**config.mk**
```make
export PLATFORM = sky130hd
export DESIGN_NAME = dpram_scheduler
export DESIGN_NICKNAME = d
export VERILOG_FILES = /design/src/rtl/dpram_scheduler.sv
export SDC_FILE = /design/constraint.sdc
export NUM_CORES = 1
export LEC_CHECK = 0
export BUFFER_PORTS_ARGS = -buffer_cell sky130_fd_sc_hd__buf_4
export CAP_MARGIN = 20
export CORE_MARGIN = 4
export CORE_UTILIZATION = 45
export CTS_BUF_LIST = sky130_fd_sc_hd__clkbuf_8 sky130_fd_sc_hd__clkbuf_16
export CTS_CLUSTER_SIZE = 14
export DETAILED_ROUTE_END_ITERATION = 7
export GPL_TIMING_DRIVEN = 0
export PLACE_DENSITY = 0.78
export SYNTH_ARGS = -nofsm -noshare
export SYNTH_HDL_FRONTEND = slang
export SYNTH_SLANG_ARGS = --single-unit
export TNS_END_PERCENT = 5
```
**constraint.sdc**
```tcl
create_clock -name clk -period 6.1 [get_ports clk]
set_input_delay 0.915 -clock clk [delete_from_list [all_inputs] [get_ports clk]]
set_output_delay 0.915 -clock clk [all_outputs]
set_load 0.05 [all_outputs]
```
**src/rtl/dpram_scheduler.sv**
```systemverilog
// dpram_scheduler
//   Round-robin scheduler that maps up to NREQ requesters onto the two ports
//   of an external dual-port RAM. Each cycle the first two valid requesters
//   found from the rotating pointer are granted, one on port A and one on
//   port B. The second grant is withheld if it hits the same address as the
//   first and either access is a write. Read data returns one cycle after
//   the grant.
//
// Ports
//   clk, rst                  clock, synchronous active-high reset
//   req_valid/req_we [NREQ]   per-requester request and write flag
//   req_addr  [NREQ*AW]       flattened addresses, requester i at [i*AW +: AW]
//   req_wdata [NREQ*WIDTH]    flattened write data, requester i at [i*WIDTH +: WIDTH]
//   req_ready [NREQ]          combinational grant for the current cycle
//   rsp_valid [NREQ]          read response valid per requester
//   rsp_rdata [WIDTH]         read response data
//   w_en_x/addr_x/data_in_x   RAM port A/B controls
//   data_out_a/b              RAM read data, one cycle after the address
module dpram_scheduler #(
  parameter int DEPTH = 8,
  parameter int WIDTH = 8,
  parameter int NREQ  = 4,
  parameter int AW    = $clog2(DEPTH)
) (
  input  logic                  clk,
  input  logic                  rst,
  input  logic [NREQ-1:0]       req_valid,
  input  logic [NREQ-1:0]       req_we,
  input  logic [NREQ*AW-1:0]    req_addr,
  input  logic [NREQ*WIDTH-1:0] req_wdata,
  output logic [NREQ-1:0]       req_ready,
  output logic [NREQ-1:0]       rsp_valid,
  output logic [WIDTH-1:0]      rsp_rdata,
  output logic                  w_en_a,
  output logic                  w_en_b,
  output logic [AW-1:0]         addr_a,
  output logic [AW-1:0]         addr_b,
  output logic [WIDTH-1:0]      data_in_a,
  output logic [WIDTH-1:0]      data_in_b,
  input  logic [WIDTH-1:0]      data_out_a,
  input  logic [WIDTH-1:0]      data_out_b
);

  localparam int IW = (NREQ > 1) ? $clog2(NREQ) : 1;

  // (p + k) mod NREQ, valid for p < NREQ and k <= NREQ
  function automatic logic [IW-1:0] wrap_inc(input logic [IW-1:0] p, input int k);
    int s;
    s = int'(p) + k;
    if (s >= NREQ) s = s - NREQ;
    return IW'(s);
  endfunction

  logic [AW-1:0]    addr_arr [NREQ];
  logic [WIDTH-1:0] data_arr [NREQ];

  for (genvar i = 0; i < NREQ; i++) begin : g_unpack
    assign addr_arr[i] = req_addr[i*AW +: AW];
    assign data_arr[i] = req_wdata[i*WIDTH +: WIDTH];
  end

  // Arbitration state and registered read bookkeeping
  logic [IW-1:0]    ptr_q, ptr_d;
  logic             rd_a_vld_q, rd_a_vld_d, rd_b_vld_q, rd_b_vld_d;
  logic [IW-1:0]    rd_a_idx_q, rd_a_idx_d, rd_b_idx_q, rd_b_idx_d;
  // Port-B data of a dual read, replayed one cycle after the port-A data
  logic             hold_vld_q, hold_vld_d;
  logic [IW-1:0]    hold_idx_q, hold_idx_d;
  logic [WIDTH-1:0] hold_data_q, hold_data_d;

  logic          found_a, found_b, grant_a, grant_b;
  logic [IW-1:0] idx_a, idx_b;

  // Scan from ptr: first valid goes to A, next valid is the B candidate.
  always_comb begin
    found_a = 1'b0;
    found_b = 1'b0;
    idx_a   = '0;
    idx_b   = '0;
    for (int k = 0; k < NREQ; k++) begin
      if (req_valid[wrap_inc(ptr_q, k)]) begin
        if (!found_a) begin
          found_a = 1'b1;
          idx_a   = wrap_inc(ptr_q, k);
        end else if (!found_b) begin
          found_b = 1'b1;
          idx_b   = wrap_inc(ptr_q, k);
        end
      end
    end
    grant_a = found_a && !rst;
    // Same address with any write involved would race inside the RAM;
    // the B candidate waits. Two reads to one address are harmless.
    grant_b = found_b && !rst &&
              !((addr_arr[idx_a] == addr_arr[idx_b]) && (req_we[idx_a] || req_we[idx_b]));
  end

  always_comb begin
    req_ready = '0;
    if (grant_a) req_ready[idx_a] = 1'b1;
    if (grant_b) req_ready[idx_b] = 1'b1;
  end

  assign w_en_a    = grant_a && req_we[idx_a];
  assign addr_a    = grant_a ? addr_arr[idx_a] : '0;
  assign data_in_a = grant_a ? data_arr[idx_a] : '0;
  assign w_en_b    = grant_b && req_we[idx_b];
  assign addr_b    = grant_b ? addr_arr[idx_b] : '0;
  assign data_in_b = grant_b ? data_arr[idx_b] : '0;

  always_comb begin
    ptr_d = ptr_q;
    if (grant_b)      ptr_d = wrap_inc(idx_b, 1);
    else if (grant_a) ptr_d = wrap_inc(idx_a, 1);
    rd_a_vld_d  = grant_a && !req_we[idx_a];
    rd_a_idx_d  = idx_a;
    rd_b_vld_d  = grant_b && !req_we[idx_b];
    rd_b_idx_d  = idx_b;
    // data_out_b is only valid this cycle, so capture it for the replay
    hold_vld_d  = rd_a_vld_q && rd_b_vld_q;
    hold_idx_d  = rd_b_idx_q;
    hold_data_d = data_out_b;
  end

  always_ff @(posedge clk) begin
    if (rst) begin
      ptr_q       <= '0;
      rd_a_vld_q  <= 1'b0;
      rd_a_idx_q  <= '0;
      rd_b_vld_q  <= 1'b0;
      rd_b_idx_q  <= '0;
      hold_vld_q  <= 1'b0;
      hold_idx_q  <= '0;
      hold_data_q <= '0;
    end else begin
      ptr_q       <= ptr_d;
      rd_a_vld_q  <= rd_a_vld_d;
      rd_a_idx_q  <= rd_a_idx_d;
      rd_b_vld_q  <= rd_b_vld_d;
      rd_b_idx_q  <= rd_b_idx_d;
      hold_vld_q  <= hold_vld_d;
      hold_idx_q  <= hold_idx_d;
      hold_data_q <= hold_data_d;
    end
  end

  // Responses are masked during reset so a read granted just before reset
  // never surfaces. The replayed port-B word owns rsp_rdata in its cycle;
  // otherwise port A data wins over port B.
  always_comb begin
    rsp_valid = '0;
    rsp_rdata = '0;
    if (!rst) begin
      if (rd_a_vld_q) rsp_valid[rd_a_idx_q] = 1'b1;
      if (rd_b_vld_q) rsp_valid[rd_b_idx_q] = 1'b1;
      if (hold_vld_q) rsp_valid[hold_idx_q] = 1'b1;
      if (hold_vld_q)      rsp_rdata = hold_data_q;
      else if (rd_a_vld_q) rsp_rdata = data_out_a;
      else if (rd_b_vld_q) rsp_rdata = data_out_b;
    end
  end

endmodule

```
==> run_results.csv <==
group,metric,value,unit
outcome,status,"completed",
synthesis,ys_seq_area_share,14.1,%
timing,min_period,5.58,ns
synthesis,synth_edf_count,0,
floorplan,coreArea,0.00568,mm^2
synthesis,synth_top_area_share,14.1,%
synthesis,synth_area,0.00270,mm^2
setup_path,cp.required,5.18,ns
global_route,grt_pass1_wl,14.5,mm
hold_path,min_path_type,"flop to flop",
route,wl_per_cell,16.2,um
synthesis,yosys-top-cells-count,"nor2_1 (45), nand2_1 (38), mux2i_1 (24)",
clocking,worst_skew_pair.late_latency,0.25,ns
global_route,first_global_vias,3070,
setup_path,end_kind,"output port",
floorplan,die_w,85.4,um
clocking,clock_sinks,19,
synthesis,syn-instance-count,358,
global_route,track_usage,23.6,%
synthesis,ys_seq_elements,19,
synthesis,synth_nets,430,
timing,fin_ws,0.517,ns
timing,setup_violations,0,
synthesis,avgSynthCellArea,7.54,um^2
timing,report.final.hold_viol_count,0,
synthesis,yosys_warnings,0,
route,drtIter0Drc,302,
clocking,cts_hold_repair.buffers,0,
route,firstDrtPassIters,5,
finish,final_cell_count_no_fill,543,
finish,drive_gt1_share,32.3,%
synthesis,synthArstFlopShare,0,%
setup_path,cp_max_fo,10,
flow_run,maxCapViolations,0,
clocking,cts_resized,0,
floorplan,start_util,47.5,%
setup_path,crit_type,"input pin to output port",
setup_path,crit_start,"req_valid[3]",
timing,slew_viol_final,0,
global_route,grt.overflow.total,0,
setup_path,rr_worst_depth,12,
power,p_per_area,312,mW/mm^2
place,pre_cts_ws,0.556,ns
finish,n_antenna_cell,0,
synthesis,yosys.area.top_type,"dfxtp_1",
timing,rsz0062_at_grt,"no",
place,gp_congestion,0.904,
synthesis,synth.distinct_cells,67,
timing,fin_setup_tns,0,ns
route,routed_wl,8.77,mm
power,p_leak,0.00165,uW
clocking,clk_pin_slew_worst_paths,0.07,ns
floorplan,io-pin-count,110,
synthesis,yosys-top-cells-area,"dfxtp_1 (14%), mux4_2 (9.2%), mux2i_1 (8.9%)",
route,drc,0,
place,place_area,0.00361,mm^2
setup_path,crit_path_end,"req_ready[0]",
place,dp_cells,539,
power,ir_drop,223,uV
timing,fmax,0.179,GHz
finish,area_growth,35.4,%
timing,skew,0.000406,ns
timing,period_share,91.5,%
timing,tightest_slew,0.999,ns
timing,slew-limit-headroom,33.1,%
clocking,cts_made_buffers,3,
place,portBuffers,109,
global_route,grt_max_degree,12,
finish,final_area,0.00365,mm^2
setup_path,worstSetupStartpointType,"input pin",
setup_path,r2r-end,"ptr_q[0]",
setup_path,rr_startpoint,"ptr_q[0]",
synthesis,yosys_most_used_dff,"dfxtp_1",
clocking,cts_max_path_buffers,2,
route,final_antenna_net_count,0,
clocking,h-tree-depth,1,
floorplan,chipHeight,85.4,um
route,via_per_inst,5.90,
setup_path,reg2reg_slack,2.15,ns
clocking,tritoncts,"done",
floorplan,die_area,0.00730,mm^2
setup_path,cp.arrival,4.67,ns
clocking,cts_setup_buffers,0,
finish,final_nets,544,
route,vias,3205,
clocking,root_buffer,"clkbuf_8",
global_route,antenna_found_initial,0,
floorplan,rows,27,
place,place_hpwl,6.82,mm
synthesis,synth.most_common_cell,"nor2_1",
-- logic make-up (layout without fill, tap and decap cells) --
kind of cell	after synthesis	after routing	share of synthesized area [%]
XOR/XNOR	3	3	0.974
multiplexers	39	39	19.9
AO/OA/AOI/OAI	89	89	25.5
adder cells (fa/ha/maj)	3	3	1.30
buffers and inverters	45	158	7.56
AND/OR/NAND/NOR	160	160	30.7
flip-flops	19	19	14.1
-- power by group --
group          internal, uW  total [uW]  leakage, uW  switching [uW]
Sequential              140         153     0.000157            13.4
Combinational           343         902      0.00147             559
Clock                  45.3        84.6    0.0000255            39.3
-- final cells by class --
class / instances / area, um^2
clock buffer: 3 / 41.3
fill: 528 / 2020
buffer: 34 / 163
clock inverter: 1 / 5.00
multi-input combinational: 294 / 2110
tap: 72 / 90.1
inverter: 11 / 41.3
sequential: 19 / 380
timing repair buffer: 109 / 818
-- stage by stage --
stage | power (uW) | hold slack [ns] | util (%)
finish | 1140 | 0.473 | 64.4
CTS | 1140 | 0.476 | 64.4
global route | 1220 | 0.507 | 64.4
global placement | 1040 | 0.464 | 63.5
detailed placement | 1050 | 0.467 | 63.5
floorplan | 817 | 0.450 | -
-- critical path, stage by stage --
cell	delay, ns
buf_4	0.11
clkbuf_1	0.20
mux4_2	0.55
ha_1	0.29
mux2_4	0.29
or3_1	0.40
buf_6	0.15
nand2_4	0.08
nor3_1	0.08
or4_1	0.55
and4b_4	0.25
a21o_4	0.24
buf_6	0.16
o31ai_4	0.16
buf_4	0.23
-- worst min-delay path by stage --
stage	start	slack, ns	to	cells past startpoint
after floorplan	hold_idx_d[1]	0.45	hold_idx_q[1]	2
after global placement	hold_idx_d[1]	0.46	hold_idx_q[1]	2
after detailed placement	hold_idx_d[1]	0.47	hold_idx_q[1]	2
after CTS	hold_idx_d[1]	0.48	hold_idx_q[1]	2
after global routing	hold_idx_d[1]	0.51	hold_idx_q[1]	2
final	hold_idx_d[1]	0.47	hold_idx_q[1]	2
-- flip-flops by register name, indices dropped and copies added, names as in the netlist --
| signal | count |
|---|---|
| hold_data_q | 8 |
| hold_idx_d | 2 |
| hold_idx_q | 2 |
| ptr_q | 2 |
| rd_a_idx_q | 2 |
| hold_vld_q | 1 |
| rd_a_vld_q | 1 |
| rd_b_vld_q | 1 |
-- metal layers --
layer / GRT usage (%) / vias to the layer above / part of all wire [%]
li1: - / 1544 / -
met2: 37.7 / 164 / 46
met1: 31.8 / 1483 / 44
met4: 6.04 / 0 / 1.2
met3: 5.63 / 14 / 9.4
met5: 0 / - / 0
-- cells in the final DEF (no fill, tap or decap), drive strengths merged, types with 5 or more instances in the layout --
cell type	count
nor2	45
nand3	7
a31oi	6
a22oi	7
dfxtp	19
nor2b	23
clkbuf	20
nand3b	5
mux2i	24
nand2	39
a21o	5
buf	126
nor3	8
o21ai	6
mux4	11
a21oi	20
nor3b	6
a211oi	12
inv	10
No activity file was read; power rests on OpenSTA's default activity.
